## src/rtl/cpu_defs.sv

```systemverilog
// cpu_defs: shared opcodes, flag layout, multiply sizing and pipeline control bundle
package cpu_defs;

  localparam int DATA_W    = 16;
  localparam int MUL_ITERS = 16;
  localparam int CNT_W     = $clog2(MUL_ITERS);

  localparam logic [3:0] OP_NOP  = 4'd0;
  localparam logic [3:0] OP_ADD  = 4'd1;
  localparam logic [3:0] OP_SUB  = 4'd2;
  localparam logic [3:0] OP_AND  = 4'd3;
  localparam logic [3:0] OP_OR   = 4'd4;
  localparam logic [3:0] OP_NOT  = 4'd5;
  localparam logic [3:0] OP_INC  = 4'd6;
  localparam logic [3:0] OP_DEC  = 4'd7;
  localparam logic [3:0] OP_SHL  = 4'd8;
  localparam logic [3:0] OP_SHR  = 4'd9;
  localparam logic [3:0] OP_SETC = 4'd10;
  localparam logic [3:0] OP_CLRC = 4'd11;
  localparam logic [3:0] OP_MOV  = 4'd12;
  localparam logic [3:0] OP_MUL  = 4'd13;

  // ccr layout is {C,N,Z}
  localparam int FLAG_C = 2;
  localparam int FLAG_N = 1;
  localparam int FLAG_Z = 0;

  typedef enum logic [1:0] {
    S_IDLE,
    S_MUL,
    S_DONE
  } state_t;

  typedef struct packed {
    logic       mem_read;
    logic       mem_write;
    logic       mem_push;
    logic       mem_pop;
    logic       reg_write;
    logic [2:0] dest;
  } ctrl_t;

  // Keep carry as given, derive N and Z from a result
  function automatic logic [2:0] zn_flags(input logic c, input logic [DATA_W-1:0] r);
    logic [2:0] f;
    f         = '0;
    f[FLAG_C] = c;
    f[FLAG_N] = r[DATA_W-1];
    f[FLAG_Z] = (r == '0);
    return f;
  endfunction

endpackage

```

## src/rtl/alu.sv

```systemverilog
// alu: single-cycle combinational ALU with next-flag computation (multiply handled outside)
module alu
  import cpu_defs::*;
(
  input  logic [3:0]        op,
  input  logic [DATA_W-1:0] a,
  input  logic [DATA_W-1:0] b,
  input  logic [3:0]        shamt,
  input  logic [2:0]        flags_in,
  output logic [DATA_W-1:0] result,
  output logic [2:0]        flags_out
);

  logic          c;
  logic          zn;
  logic [DATA_W:0] wide;

  // Result, carry and whether Z/N follow the result; carry defaults to the held value
  always_comb begin
    result = a;
    c      = flags_in[FLAG_C];
    zn     = 1'b0;
    wide   = '0;
    case (op)
      OP_ADD: begin
        wide   = {1'b0, a} + {1'b0, b};
        result = wide[DATA_W-1:0];
        c      = wide[DATA_W];
        zn     = 1'b1;
      end
      OP_SUB: begin
        wide   = {1'b0, a} - {1'b0, b};
        result = wide[DATA_W-1:0];
        c      = wide[DATA_W];
        zn     = 1'b1;
      end
      OP_AND: begin
        result = a & b;
        zn     = 1'b1;
      end
      OP_OR: begin
        result = a | b;
        zn     = 1'b1;
      end
      OP_NOT: begin
        result = ~a;
        zn     = 1'b1;
      end
      OP_INC: begin
        wide   = {1'b0, a} + {{DATA_W{1'b0}}, 1'b1};
        result = wide[DATA_W-1:0];
        c      = wide[DATA_W];
        zn     = 1'b1;
      end
      OP_DEC: begin
        wide   = {1'b0, a} - {{DATA_W{1'b0}}, 1'b1};
        result = wide[DATA_W-1:0];
        c      = wide[DATA_W];
        zn     = 1'b1;
      end
      OP_SHL: begin
        wide   = {1'b0, a} << shamt;
        result = wide[DATA_W-1:0];
        c      = (shamt != 4'd0) ? wide[DATA_W] : flags_in[FLAG_C];
        zn     = 1'b1;
      end
      OP_SHR: begin
        wide   = {a, 1'b0} >> shamt;
        result = wide[DATA_W:1];
        c      = (shamt != 4'd0) ? wide[0] : flags_in[FLAG_C];
        zn     = 1'b1;
      end
      OP_SETC: c = 1'b1;
      OP_CLRC: c = 1'b0;
      OP_MOV:  result = b;
      default: ;
    endcase
  end

  assign flags_out = zn ? zn_flags(c, result)
                        : {c, flags_in[FLAG_N], flags_in[FLAG_Z]};

endmodule

```

## src/rtl/execute_stage.sv

```systemverilog
// execute_stage: ALU execute with pipeline register, flags and iterative shift-add multiplier
module execute_stage
  import cpu_defs::*;
(
  input  logic              clk,
  input  logic              reset,
  input  logic [3:0]        alu_op,
  input  logic [DATA_W-1:0] operand_a,
  input  logic [DATA_W-1:0] operand_b,
  input  logic [3:0]        shamt,
  input  logic              memory_read,
  input  logic              memory_write,
  input  logic              memory_push,
  input  logic              memory_pop,
  input  logic              RegWrite,
  input  logic [2:0]        reg_write_address,
  input  logic              flush,
  output logic [DATA_W-1:0] address_r,
  output logic [DATA_W-1:0] write_data_r,
  output logic              memory_read_r,
  output logic              memory_write_r,
  output logic              memory_push_r,
  output logic              memory_pop_r,
  output logic              RegWrite_r,
  output logic [2:0]        reg_write_address_r,
  output logic [2:0]        ccr,
  output logic              ex_busy
);

  state_t            state;
  logic [CNT_W-1:0]  cnt;
  logic [DATA_W-1:0] mul_a;
  logic [DATA_W-1:0] mul_b;
  logic [DATA_W-1:0] prod;
  logic [DATA_W-1:0] pend_data;
  ctrl_t             pend;
  ctrl_t             ctrl_in;
  ctrl_t             ctrl_r;
  logic [DATA_W-1:0] alu_result;
  logic [2:0]        alu_flags;

  alu u_alu (
    .op        (alu_op),
    .a         (operand_a),
    .b         (operand_b),
    .shamt     (shamt),
    .flags_in  (ccr),
    .result    (alu_result),
    .flags_out (alu_flags)
  );

  assign ctrl_in = '{memory_read, memory_write, memory_push, memory_pop, RegWrite, reg_write_address};

  assign memory_read_r       = ctrl_r.mem_read;
  assign memory_write_r      = ctrl_r.mem_write;
  assign memory_push_r       = ctrl_r.mem_push;
  assign memory_pop_r        = ctrl_r.mem_pop;
  assign RegWrite_r          = ctrl_r.reg_write;
  assign reg_write_address_r = ctrl_r.dest;
  assign ex_busy             = (state != S_IDLE);

  // Pipeline register plus multiply FSM; a multiply holds its controls until DONE and
  // emits bubbles meanwhile, and flush or reset drops it without ever emitting a result
  always_ff @(posedge clk or negedge reset) begin
    if (!reset) begin
      state        <= S_IDLE;
      cnt          <= '0;
      mul_a        <= '0;
      mul_b        <= '0;
      prod         <= '0;
      pend_data    <= '0;
      pend         <= '0;
      ctrl_r       <= '0;
      address_r    <= '0;
      write_data_r <= '0;
      ccr          <= '0;
    end else if (flush) begin
      state  <= S_IDLE;
      cnt    <= '0;
      prod   <= '0;
      ctrl_r <= '0;
    end else begin
      case (state)
        S_IDLE: begin
          if (alu_op == OP_MUL) begin
            state     <= S_MUL;
            cnt       <= '0;
            prod      <= '0;
            mul_a     <= operand_a;
            mul_b     <= operand_b;
            pend      <= ctrl_in;
            pend_data <= operand_a;
            ctrl_r    <= '0;
          end else begin
            address_r    <= alu_result;
            write_data_r <= operand_a;
            ctrl_r       <= ctrl_in;
            ccr          <= alu_flags;
          end
        end
        S_MUL: begin
          prod   <= prod + (mul_b[0] ? mul_a : '0);
          mul_a  <= mul_a << 1;
          mul_b  <= mul_b >> 1;
          cnt    <= cnt + 1'b1;
          ctrl_r <= '0;
          if (cnt == CNT_W'(MUL_ITERS - 1)) state <= S_DONE;
        end
        S_DONE: begin
          address_r    <= prod;
          write_data_r <= pend_data;
          ctrl_r       <= pend;
          ccr          <= zn_flags(ccr[FLAG_C], prod);
          state        <= S_IDLE;
        end
        default: state <= S_IDLE;
      endcase
    end
  end

endmodule

```

## config.mk

```make
export PLATFORM = sky130hd
export DESIGN_NAME = execute_stage
export DESIGN_NICKNAME = d
export VERILOG_FILES = /design/src/rtl/cpu_defs.sv /design/src/rtl/alu.sv /design/src/rtl/execute_stage.sv
export SDC_FILE = /design/constraint.sdc
export NUM_CORES = 1
export LEC_CHECK = 0
export CORE_MARGIN = 10
export CORE_UTILIZATION = 40
export CTS_BUF_LIST = sky130_fd_sc_hd__clkbuf_16
export DETAILED_ROUTE_END_ITERATION = 12
export HOLD_SLACK_MARGIN = 0.06
export PLACE_DENSITY_LB_ADDON = 0.1
export SYNTH_ARGS = -nofsm -noshare
export SYNTH_HDL_FRONTEND = slang
export SYNTH_SLANG_ARGS = --single-unit
```

## constraint.sdc

```tcl
create_clock -name clk -period 2.75 [get_ports clk]
set_clock_uncertainty 0.15 [all_clocks]
set_input_delay 0.55 -clock clk [delete_from_list [all_inputs] [get_ports clk]]
set_output_delay 0.55 -clock clk [all_outputs]
set_load 0.1 [all_outputs]
```

## Word-level counts from Yosys, hierarchy flattened

Cells that the tools add are included.

- Equal/unequal tests: 21
- $add $sub $neg: 6
- Reduce and logical (&&, ||, !) cells: 17
- Bitwise operators: 6
- $lt $le $gt $ge: 0
- Div/mod/pow operators: 0
- Multipliers: 0
- Multiplexer cells: 30
- Shifts and indexed selects: 2

Operator list:

| operator | count |
|---|---|
| $pmux 16 s10 | 1 |
| $pmux 16 s2 | 5 |
| $mux 16 | 7 |
| $logic_not 16->1 | 2 |
| $eq 4x4->1 const B | 7 |
| $pmux 8 s3 | 1 |
| $add 16x1->17 const B | 1 |
| $add 16x16->17 | 1 |
| $shl 16x4->17 | 1 |
| $shr 17x4->17 | 1 |
| $sub 16x1->17 const B | 1 |
| $sub 16x16->17 | 1 |
| $add 16x16->16 | 1 |
| $and 16x16->16 | 1 |
| $eq 4x3->1 const B | 4 |
| $mux 8 | 2 |
| $not 16->16 | 1 |
| $or 16x16->16 | 1 |
| $reduce_and 3->1 | 3 |
| $reduce_or 9->1 | 1 |
| $eq 4x2->1 const B | 2 |
| $mux 2 | 4 |
| $mux 4 | 2 |
| $pmux 1 s8 | 1 |
| 19 further kinds | 30 |

- Bits in writable memories: 0
- Bits in registers: 121
- Bits in read-only memories: 0
- Logic and storage cells: 104
- Output and inout port bits: 44
- Memories kept: 0
- Bits in latches: 0
- Input port bits: 51

## Logic depth before layout (Yosys ltp)

Gate-level depths: netlist of the first run.

- Word-level depth: 6
- Mapped depth: 15
- Gate-level depth less buffers: 13

## By module

Synthesis of the first run repeated with hierarchy kept, for this count alone.

- Cell total of the unflattened synthesis: 1406
- Area total of the unflattened synthesis: 11787.6 um^2

Modules (own cells, without submodules):

| module | area each (um^2) | cells each | instances |
|---|---|---|---|
| execute_stage | 6170.9 | 599 | 1 |
| alu | 5616.6 | 807 | 1 |

## Worst setup path after synthesis of the first run

Ideal clock, no wire load.

- Path type: input to register
- From: in operand_a[1]
- To: reg ccr[0]
- Setup time: 0.068 ns
- Path slack: -1.526 ns
- Stages on the path: 14
- Buffers on the path: 2
- Arrival: 4.059 ns
- Path through: clkbuf_1 > clkbuf_1 > inv_1 > ha_1 > or2_1 > a2111o_1 > a2111o_1 > a2111oi_2 > a2111oi_1 > and3_1 > o32ai_1 > nand4b_1 > or4_1 > nand2_1

- Word-level cells in the longest chain between the ends: 6
- Elaborated cells on any way between the ends: 14
- Those cells by class: add/sub (4); shift (2); mux (4); bitwise (3); reduce/logical (1)

Ends and longest elaborated chain:

| what | RTL line | source |
|---|---|---|
| start: declaration | execute_stage.sv:8 | `input logic [DATA_W-1:0] operand_a,` |
| $sub 16x1->17, or another cell as far along | alu.sv:56 | `wide = {1'b0, a} - {{DATA_W{1'b0}}, 1'b1};` |
| $pmux 16 s10 (*) | alu.sv:24 | `case (op)` |
| $logic_not 16->1 (*) | cpu_defs.sv:49 | `f[FLAG_Z] = (r == '0);` |
| $mux 2 (*) | alu.sv:80 | `assign flags_out = zn ? zn_flags(c, result)` |
| $mux 3 (*) | execute_stage.sv:85 | `if (alu_op == OP_MUL) begin` |
| $pmux 3 s2 (*) | execute_stage.sv:83 | `case (state)` |
| end signal: assignment | execute_stage.sv:98 | `ccr <= alu_flags;` |
| end signal: assignment | execute_stage.sv:113 | `ccr <= zn_flags(ccr[FLAG_C], prod);` |
| end: declaration | execute_stage.sv:26 | `output logic [2:0] ccr,` |

Every way passes the cells marked *; elsewhere a longest branch is shown, timed or not. The select of a mux whose other input is x is not followed.
A chain may end at the register's enable or synchronous reset.

## Final worst setup path of the first run

- From: in operand_b[1]
- To: reg ccr[0]

- Word-level cells in the longest chain between the ends: 6
- Elaborated cells on any way between the ends: 9
- Those cells by class: add/sub (2); mux (4); bitwise (2); reduce/logical (1)

Ends and longest elaborated chain:

| what | RTL line | source |
|---|---|---|
| start: declaration | execute_stage.sv:9 | `input logic [DATA_W-1:0] operand_b,` |
| $sub 16x16->17, or another cell as far along | alu.sv:32 | `wide = {1'b0, a} - {1'b0, b};` |
| $pmux 16 s10 (*) | alu.sv:24 |  |
| $logic_not 16->1 (*) | cpu_defs.sv:49 |  |
| $mux 2 (*) | alu.sv:80 |  |
| $mux 3 (*) | execute_stage.sv:85 |  |
| $pmux 3 s2 (*) | execute_stage.sv:83 |  |

Marked as above.

==> run metrics, run 1 <==
Die Y=between 150 and 200 um; first-pass GRT wire length=roughly 80 mm; detailed-route vias per instance=approximately 6; gr ovfl total=0; Placed Area=15730 um2; critical path class=in2reg; synth cell count leaders=nand2_1 (128), a21oi_1 (122), dfrtp_1 (121); setup slack at placement=-1.632 ns; top-count cell post-synth=nand2_1; port bufs=94; ys async rst share=100.0%; placed cell count=2192; initial DRC count=1393; floorplan core area=28010 um2; worst setup margin=-0.6445 ns; Slew @ Worst Pin=0.6909 ns; Main synth FF type=dfrtp_1; max_slew headroom=a little over half; Peak Freq=about 0.29 GHz; Worst VDD drop=0.0004160 V; Area growth, synth to finish=64.94%; Synth top area share=26.45%; mapped cell area=11450 um2; root buf cell=clkbuf_16; post-synthesis adder-cell area fraction=9.048%; vias=13610; synth top area cells=dfrtp_1 (26%), ha_1 (8.5%), mux2i_1 (6.8%), a21oi_1 (5.3%), o21ai_0 (4.8%); Yosys warnings=0; CP peak stage delay=about 0.52 ns; Synth Area in Simple Gates=17.77%; leakage power=approximately 8.4 nW; Tmin final=3.394 ns; Pwr Total=8.760 mW; final cycle utilization of the critical path=123.4%; Fin Hold WS=0.3296 ns; post-detail-place hpwl=roughly 40 mm; Synth cell types=80; EDFF count, synth=0; Mapped Avg Cell Area=a little over 8 um2; status=finished, violations left; largest family of logic cells by synthesized area=compound AO/OA/AOI/OAI gates; Bufs and invs on worst path=2; clock-pin slew on the worst setup and hold paths=0.06 ns; Hold Vio Cnt, Final=0; clock sinks=about 120; Longest Clk Path Bufs=2; Non-Filler Instances=2335; layout net count=2076; Seq cells post-synth=121; Worst setup EP type=register; die area=35790 um2; vias in the first global route=13390; remaining antenna violation count after routing=0; min-delay worst type=reg2reg; 1st-pass router iterations=5; Crit path top cell by count=a2111o_1; clk_lat worst skew=0.43 ns; compound-gate portion of the synthesized area=between 20% and 30%; final max-slew violation count=0; DR WL/cell=23.22 um; Worst Path Arrival=approximately 3.6 ns; row count=between 60 and 70; Crit Path Max Fanout=3; Mapped Nets=1542; multiplexer share of the synthesized area=12.33%; Largest delay share family, worst path=compound AO/OA/AOI/OAI gates; share of cells above drive strength 1=46.40%; cells along the critical path=buf_8, inv_6, ha_4, or2_1, a2111o_1, a2111o_1, a2111oi_4, a2111oi_2, and3_1, o32ai_2, nand4b_1, or4_1, nand2_1; DRC=0; maxcap violations=0; CTS buffer count=17; Crit-path slowest cell=a2111o_1; P per Cell Area=approximately 460 nW/um2; cell count after synthesis=1410; initial antenna violation count=0; unrepaired setup endpoints after global routing=true; largest net degree at the start of global routing=61; setup violators final=14; failing checks=setup timing; total track usage=between 20 and 30%; RD Place Congestion=1.028; initial cell density of the core=40.88%; final WL=54.22 mm; Die X=189.2 um; Antenna Cells=0; worst path required time=2.97 ns; XOR/XNOR Fraction of Synth Area=approximately 2.8%; Ports=between 90 and 100; Worst Setup Start Kind=input port; Synth area leader=dfrtp_1; register area share after synthesis=26.45%; Finished Cell Area=18890 um2; depth of the CTS H-tree=4; CTS tree=yes
[layer usage]
layer / part of all wire (%) / vias to the layer above / track usage (%)
li1: - / 6270 / -
met1: 42 / 6560 / 37.76
met2: 44 / 623 / 45.20
met3: 8.8 / 158 / 7.148
met4: 4.5 / 0 / 12.12
met5: 0 / - / 0
[where the power goes]
| part | switching (mW) | total [mW] | internal [mW] | leakage (nW) |
|---|---|---|---|---|
| clock network | 0.889 | 2.41 | 1.52 | 0.297 |
| logic | 2.36 | 4.09 | 1.72 | 6.58 |
| registers | 0.179 | 2.27 | 2.09 | 1.50 |
[worst min-delay path, stage by stage (launching register included)]
cell,delay (ns)
dfrtp_1,0.34
nand2_1,0.05
o21ai_0,0.06
[registers in the layout, indices dropped and copies added (netlist names), 2 cells and up]
register             cells
cnt                      4
pend_data               16
reg_write_address_r      3
prod                    16
state                    2
mul_a                   16
write_data_r            16
address_r               16
mul_b                   16
pend                     8
ccr                      3
[per-stage QoR]
stage / utilization (%) / TNS [ns]
6_report: 67.42 / -3.353
5_1_grt: 67.42 / -4.702
4_1_cts: 65.30 / -3.239
3_5_place_dp: 56.17 / -53.44
3_3_place_gp: 56.17 / -51.54
2_1_floorplan: - / -4.689
[layout by cell type (no fill, tap or decap), types with 26 or more instances in the layout]
cell type  netlist  routed
buf_4            0     500
nand2_1        128     123
dfrtp_1        121     121
nor2_1         117     101
a21oi_1        122      88
o21ai_0        109      84
mux2i_1         78      72
buf_6            2      63
ha_1            78      46
inv_1           55      32
a21oi_2          0      30
nand3_1         30      26
mux2_2          28      26
ha_4             0      26
[kinds of logic (layout without fill, tap and decap cells)]
logic type	Yosys count	after routing
adders and majority gates	81	81
buffers and inverters	173	720
and+or+nand+nor	427	427
DFF	121	121
muxes	120	120
AOI/OAI and AO/OA	451	451
xor gates and xnor gates	37	37
[what timing repair did]
action	in CTS	in global routing
setup endpoints to repair	27	37
resized for setup	375	131
buffers inserted	92	27
endpoints found under the hold margin	39	0
gates cloned	2	0
hold buffers	1	0
pin swaps	104	77
[final cells by class]
type | count | area (um2)
inverters | 59 | 252.7
repair buffers | 629 | 5344
flip-flops and latches | 121 | 3028
multi-input cells | 1116 | 9164
clock buffers | 17 | 425.4
well taps | 378 | 473.0
fillers | 2303 | 9125
clock inverters | 15 | 198.9
[final timing paths]
path                                  from  slack [ns]               to  cells after the start
max reg2reg                       mul_b[0]       -0.03         prod[14]                     13
min in group asynchronous            reset        0.52  write_data_r[2]                      2
max in group asynchronous            reset        1.28         mul_a[3]                      3
min                        write_data_r[2]        0.33  write_data_r[2]                      2
min reg2reg                write_data_r[2]        0.33  write_data_r[2]                      2
max                           operand_b[1]       -0.64           ccr[0]                     13
No activity file was read; power rests on OpenSTA's default activity.
==> run 2: changes to the inputs <==
PLACE_DENSITY_LB_ADDON = unset   (was 0.1)
SKIP_CTS_REPAIR_TIMING = 1   (was unset)
==> run metrics, run 2 (same netlist as run 1, synthesis figures left out) <==
status=finished, violations left; failing checks=setup timing; Pwr Total=8.493 mW (-3.1%); vias in the first global route=12650 (-5.6%); CTS tree=yes; clk_lat worst skew=0.43 ns (about the same); Worst VDD drop=0.0004468 V (+7.4%); floorplan core area=28010 um2 (unchanged); Worst setup EP type=register; Hold Vio Cnt, Final=0 (unchanged); Tmin final=3.442 ns (+0.04769 ns); final WL=52.24 mm (-3.6%); RD Place Congestion=1.032 (+0.40%); clock-pin slew on the worst setup and hold paths=0.06 ns (about the same); Worst R2R Start=mul_b[0]; most common cell after layout, fill and taps aside=buf_4; Die X=189.2 um (unchanged); Crit Path Max Fanout=3 (unchanged); worst setup margin=-0.6921 ns (-0.04769 ns); Antenna Cells=0 (unchanged); largest net degree at the start of global routing=66 (+8.2%); final cycle utilization of the critical path=125.2% (+1.7 points); worst path required time=2.97 ns (about the same); final max-slew violation count=0 (unchanged); layout net count=2026 (-2.4%); Longest Clk Path Bufs=2 (unchanged); maxcap violations=0 (unchanged); P per Cell Area=463.0 nW/um2 (-0.20%); CP startpoint=operand_a[1]; max_slew headroom=49.85% (-4.1 points); multi-input logic area=9031 um2 (-1.4%); Fin Hold WS=0.3255 ns (-0.004110 ns); Slew @ Worst Pin=0.7465 ns (+0.05557 ns); depth of the CTS H-tree=4 (unchanged); critical path class=in2reg; Peak Freq=0.2905 GHz (-1.4%); DRC=0 (unchanged); total track usage=26.96% (-2.1 points); placed cell count=2180 (-0.55%); r2r setup slk=-0.14 ns (-0.11 ns); HP Start=write_data_r[9]; register area=3029 um2 (about the same); Worst Path Arrival=3.66 ns (+0.04 ns); leakage power=8.135 nW (-2.9%); port bufs=94 (unchanged); share of cells above drive strength 1=44.47% (-1.9 points); initial cell density of the core=40.88% (unchanged); Non-Filler Instances=2285 (-2.1%); 1st-pass router iterations=5 (unchanged); Ports=95 (unchanged); gr ovfl total=0 (unchanged); setup violators final=18 (+4); CTS buffer count=17 (unchanged); remaining antenna violation count after routing=0 (unchanged); vias=13340 (-2.0%); fillers=2370 (+2.9%); first-pass GRT wire length=75.11 mm (-6.4%); die area=35790 um2 (unchanged); Die Y=189.2 um (unchanged); initial DRC count=1324 (-5.0%); Area growth, synth to finish=60.22%; Worst Setup Start Kind=input port; initial antenna violation count=0 (unchanged); TNS Setup=-3.617 ns (-0.2639 ns); most frequent cells in the layout=buf_4 (468), nand2_1 (124), dfrtp_1 (120); DR WL/cell=22.86 um (-1.5%); min-delay worst type=reg2reg; detailed-route vias per instance=5.837 (+0.14%); clock sinks=121 (unchanged); post-detail-place hpwl=39.36 mm (-2.8%); row count=61 (unchanged); setup slack at placement=-1.673 ns (-0.04073 ns); unrepaired setup endpoints after global routing=true; root buf cell=clkbuf_16
==> run 2: stage by stage <==
step | util [%] | cell area [um2]
2_1_floorplan | - | 11700
3_5_place_dp | 56.07 | 15710
4_1_cts | 58.14 | 16290
5_1_grt | 65.49 | 18350
3_3_place_gp | 56.07 | 15710
6_report | 65.49 | 18350
==> run 2: area by class of cell <==
| cell class | count | share of cell area, % |
|---|---|---|
| repair buffers | 579 | 27.12 |
| well taps | 378 | 2.578 |
| inverters | 59 | 1.398 |
| clock buffers | 17 | 2.319 |
| multi-input cells | 1116 | 49.23 |
| flip-flops and latches | 121 | 16.51 |
| clock inverters | 15 | 0.8389 |
==> run 2: worst paths after layout <==
path / endpoint / cells after the start
max in group asynchronous: pend_data[7] / 3
worst max register to register: prod[14] / 13
min in group asynchronous: pend[2] / 2
worst min-delay path: write_data_r[9] / 2
worst max-delay path: ccr[0] / 13
worst min register to register: write_data_r[9] / 2
==> run 2: layer usage <==
| metal | vias up | track usage (%) | part of all wire (%) |
|---|---|---|---|
| met1 | 6460 | 36.83 | 43 |
| met5 | - | 0 | 0 |
| li1 | 6168 | - | - |
| met2 | 605 | 42.27 | 46 |
| met4 | 0 | 9.005 | 3.2 |
| met3 | 105 | 4.520 | 7.6 |
==> run 2: critical path, cell delays in order <==
cell and delay (ns):
buf_12 0.11, inv_8 0.05, ha_4 0.19, or2_1 0.23
a2111o_1 0.43, a2111o_1 0.55, a2111oi_4 0.40, a2111oi_4 0.07
and3_1 0.19, o32ai_2 0.29, nand4b_1 0.12, or4_1 0.40
nand2_1 0.07
==> run 2: power breakdown <==
part	switching (mW)	internal, mW	leakage, nW	total [mW]
registers	0.194	2.09	1.50	2.29
clock network	0.895	1.33	0.271	2.23
logic	2.32	1.66	6.37	3.98
==> run 3: changes to the inputs <==
SLEW_MARGIN = 20   (was unset)
==> run metrics, run 3 (same netlist as run 1, synthesis figures left out) <==
Tmin final=3.420 ns (-0.02207 ns); leakage power=8.196 nW (+0.75%); DRC=0 (unchanged); remaining antenna violation count after routing=0 (unchanged); Die Y=189.2 um (unchanged); gr ovfl total=0 (unchanged); Pwr Total=8.576 mW (+0.97%); P per Cell Area=467.0 nW/um2 (+0.87%); final WL=52.44 mm (+0.37%); CTS tree=yes; detailed-route vias per instance=5.826 (-0.19%); Crit Path Max Fanout=3 (unchanged); final max-slew violation count=0 (unchanged); clock sinks=121 (unchanged); die area=35790 um2 (unchanged); RD Place Congestion=1.032 (unchanged); clock-pin slew on the worst setup and hold paths=0.06 ns (about the same); Die X=189.2 um (unchanged); TNS Setup=-3.461 ns (+0.1561 ns); clk_lat worst skew=0.44 ns (about the same); initial DRC count=1506 (+14%); row count=61 (unchanged); floorplan core area=28010 um2 (unchanged); Worst Path Arrival=3.65 ns (about the same); initial cell density of the core=40.88% (unchanged); worst setup margin=-0.6701 ns (+0.02207 ns); status=finished, violations left; Longest Clk Path Bufs=2 (unchanged); failing checks=setup timing; worst path required time=2.98 ns (about the same); port bufs=94 (unchanged); 1st-pass router iterations=5 (unchanged); share of cells above drive strength 1=44.09% (-0.38 points); Area growth, synth to finish=60.39%; final cycle utilization of the critical path=124.4% (-0.80 points); Peak Freq=0.2924 GHz (+0.65%); most frequent cells in the layout=buf_4 (468), nand2_1 (124), dfrtp_1 (120); Worst setup EP type=register; Worst Setup Start Kind=input port; layout net count=2022 (-0.20%); maxcap violations=0 (unchanged); Ports=95 (unchanged); Slew @ Worst Pin=0.7067 ns (-0.03980 ns); depth of the CTS H-tree=4 (unchanged); setup violators final=18 (unchanged); post-detail-place hpwl=39.39 mm (about the same); critical path class=in2reg; Reg2Reg Depth=14 (+1); Worst VDD drop=0.0004449 V (-0.42%); DR WL/cell=22.98 um (+0.50%); hold depth=2 (unchanged); root buf cell=clkbuf_16; fillers=2393 (+0.97%); unrepaired setup endpoints after global routing=true; vias in the first global route=12670 (+0.14%); min-delay worst type=reg2reg; initial antenna violation count=1 (+1); first-pass GRT wire length=75.13 mm (about the same); max_slew headroom=52.39% (+2.5 points); most common cell after layout, fill and taps aside=buf_4; Hold Vio Cnt, Final=0 (unchanged); vias=13300 (-0.32%); total track usage=27.05% (+0.085 points); largest net degree at the start of global routing=66 (unchanged); CTS buffer count=17 (unchanged)
-- run 3: changes by cell type in the layout (fill, tap and decap cells not counted), sizes merged --
cell / before / now
buf: 540 / 528
dlymetal6s2s: 17 / 21
clkbuf: 26 / 29
clkinvlp: 7 / 5
bufinv: 2 / 3
clkdlybuf4s50: 12 / 13
diode: 0 / 1
inv: 58 / 59
-- run 3: stage by stage --
step	hold slack (ns)	util (%)	instances	setup slack [ns]	cell area (um2)
after floorplan	0.1044	-	1410	-1.003	11700
after global placement	0.3135	56.07	2180	-1.617	15710
after detailed placement	0.3216	56.09	2180	-1.655	15710
after CTS	-0.1330	58.24	2212	-1.213	16310
after global routing	0.3518	65.55	2281	-0.8144	18360
final	0.3257	65.56	2282	-0.6701	18360
-- run 3: report_power, final --
group          total [mW]  switching (mW)  internal [mW]
Clock                2.32           0.895           1.42
Sequential           2.28           0.191           2.09
Combinational        3.98            2.33           1.65
Total                8.58            3.41           5.17
-- run 3: cell type report --
cell class                 instances  area (um2)  share of cell area (%)
antenna                            1       2.502                 0.01363
clock buffer                      17       425.4                   2.317
clock inverter                    15       176.4                  0.9607
inverter                          59       246.5                   1.342
multi-input combinational       1116        9092                   49.51
sequential                       121        3029                   16.50
tap                              378       473.0                   2.575
timing repair buffer             575        4918                   26.78
-- run 3: path summary, 6_finish.rpt --
check	from	end	slack, ns
max reg2reg	mul_b[0]	prod[13]	-0.14
min in group asynchronous	reset	pend[7]	0.44
min reg2reg	write_data_r[12]	write_data_r[12]	0.33
min	write_data_r[12]	write_data_r[12]	0.33
max	operand_b[1]	ccr[0]	-0.67
max in group asynchronous	reset	pend_data[3]	1.27
-- run 3: critical path, cell delays in order --
cell and delay [ns]:
buf_6 0.10, inv_4 0.06, ha_4 0.19, or2_1 0.24, a2111o_1 0.43, a2111o_1 0.53
a2111oi_4 0.40, a2111oi_4 0.06, and3_1 0.19, o32ai_2 0.29, nand4b_1 0.13, or4_1 0.41
nand2_1 0.07
-- run 3: per-layer routing --
layer  vias to the layer above  track usage [%]  wire, um
met2                       593            42.49     23890
met3                       112            5.586      4298
li1                       6161                -         -
met4                         0            8.669      1749
met5                         -                0         0
met1                      6429            36.37     22490
==> variant (config.mk and constraints of run 2) <==
Register the output `address_r` once more; this adds one clock of latency there. The other outputs are not delayed to match.
--- a/src/rtl/execute_stage.sv
+++ b/src/rtl/execute_stage.sv
@@ -28,2 +28,4 @@
 );
+
+  logic [DATA_W-1:0] address_r_s0;
 
@@ -73,3 +75,3 @@
       ctrl_r       <= '0;
-      address_r    <= '0;
+      address_r_s0 <= '0;
       write_data_r <= '0;
@@ -94,3 +96,3 @@
           end else begin
-            address_r    <= alu_result;
+            address_r_s0 <= alu_result;
             write_data_r <= operand_a;
@@ -109,3 +111,3 @@
         S_DONE: begin
-          address_r    <= prod;
+          address_r_s0 <= prod;
           write_data_r <= pend_data;
@@ -120,2 +122,6 @@
 
+  always_ff @(posedge clk) begin
+    address_r <= address_r_s0;
+  end
+
 endmodule
Check against the original RTL: not equivalent (Yosys sat finds a counterexample within 4 cycles, from zero or initial values and one cycle with reset low).
==> variant against run 2 <==
  * The flow still finishes with violations (setup timing)
  * Via count is 2.6% lower
  * Final area fell by 2.8%
  * Final cell count is 2.0% lower
  * Sequential cell count increased by 16
  * Wire length down 1.6%
  * Sequential power increased by 12%
  * Power hardly changed
  * Utilization fell by 3.0 points
  * Synthesized area rose by 0.75%
  * Setup slack improved by 0.24 ns
  * Critical path type unchanged
==> variant: results <==
set metrics [dict create \
    outcome "finished with violations" \
    violations "setup timing" \
    antenna_found_initial 1 \
    power_switching_uw 3433 \
    critPathArrivalTime_ns 3.39 \
    synthTopCellsByCount "nor2_1, nand2_1, dfrtp_1, o21ai_0, a21oi_1" \
    dr.pass1.iters 6 \
    path_max_fanout 6 \
    cp_slowest_cell "a222oi_1" \
    multi_input_cells 1068 \
    setup_violations 15 \
    wl_met3_mm 3.865 \
    routed_wirelength_mm 51.38 \
    synth_fp_nets 1494 \
    dpl.hpwl_mm 40.58 \
    synth_seq_area_share_pct 29.02 \
    wl_met1_mm 22.06 \
    grt_pass1_wl_mm 76.17 \
    port-buffer-count 94 \
    setup_slack_ns -0.4522 \
    num-nonclk-inverters 57 \
    setup_tns_ns -2.856 \
    grtUsageTotal_pct 27.37 \
    num_vias 12990 \
    drive_gt1_share_pct 42.96 \
    clk_latency_ns 0.43 \
    fin_cells 2239 \
    clk_share_pct 3.122 \
    grt_pass1_vias 12430 \
    critPathMaxStageDelay_ns 0.52 \
    clockBufferDepth 2 \
    globalplace.congestion 1.049 \
    async_flop_share_pct 88.32 \
    ir_worst_vdd_v 0.0004564 \
    worst_pin_slew_ns 0.7355 \
    p_leak_uw 0.007957 \
    grt_start_max_net_pins 62 \
    die_area_um2 36030 \
    fillers 2522 \
    whs_path_depth 0 \
    yosysUniqueCellTypes 87 \
    yosys-top-cells-area "dfrtp_1, ha_1, mux2i_1, o21ai_0, nor2_1" \
    nNonClkBuffers 561 \
    buffer_area_share_pct 26.18 \
    drtIter0Drc 1260 \
    syn_avg_cell_area_um2 8.427 \
    place_area_um2 15930 \
    dr_wl_met2_mm 23.44 \
    seq_area_um2 3349 \
    nets 1967 \
    cts.sinks 137 \
]
[variant: cell count changes after synthesis, sizes merged, moves of 9 or more]
cell / delta
a21oi: -30
dfxtp: +16
a22o: -13
a22oi: +13
a31oi: -11
nand2b: -10
nor2: +9
[variant: power by group through the flow]
stage / logic, uW / registers [uW] / clock network, uW
finish: 3720 / 2570 / 2200
global route: 3940 / 2610 / 2320
CTS: 3390 / 2570 / 2240
detailed placement: 3370 / 2600 / 0
global placement: 3330 / 2590 / 0
floorplan: 1370 / 3230 / 0
[variant: through the flow]
step | setup WS (ns) | util (%)
after floorplan | -0.4272 | -
after global placement | -1.337 | 55.79
after detailed placement | -1.337 | 55.79
after CTS | -0.8915 | 57.74
after global routing | -0.5304 | 62.46
final | -0.4522 | 62.46
[variant: cell families after synthesis]
| logic type | synth area share (%) |
|---|---|
| buffers and inverters | 5.737 |
| AO/OA/AOI/OAI | 23.17 |
| flip-flops | 29.02 |
| XOR/XNOR | 2.961 |
| AND/OR/NAND/NOR | 17.51 |
| multiplexers | 13.38 |
| adder cells (fa/ha/maj) | 8.221 |
[variant: metal layers]
metal  up-vias  global-route usage (%)
met2       589                   42.81
met5         -                       0
met4         0                   10.59
li1       5975                       -
met1      6329                   37.24
met3        95                   4.156
[variant: worst paths after layout]
| path | start | to | slack (ns) |
|---|---|---|---|
| max in group asynchronous | reset | write_data_r[11] | 1.15 |
| min in group asynchronous | reset | write_data_r[10] | 0.51 |
| hold / removal | address_r_s0[8] | address_r[8] | 0.22 |
| setup / recovery | operand_a[8] | ccr[0] | -0.45 |
| hold reg to reg | address_r_s0[8] | address_r[8] | 0.22 |
| setup reg to reg | mul_a[0] | prod[15] | -0.20 |
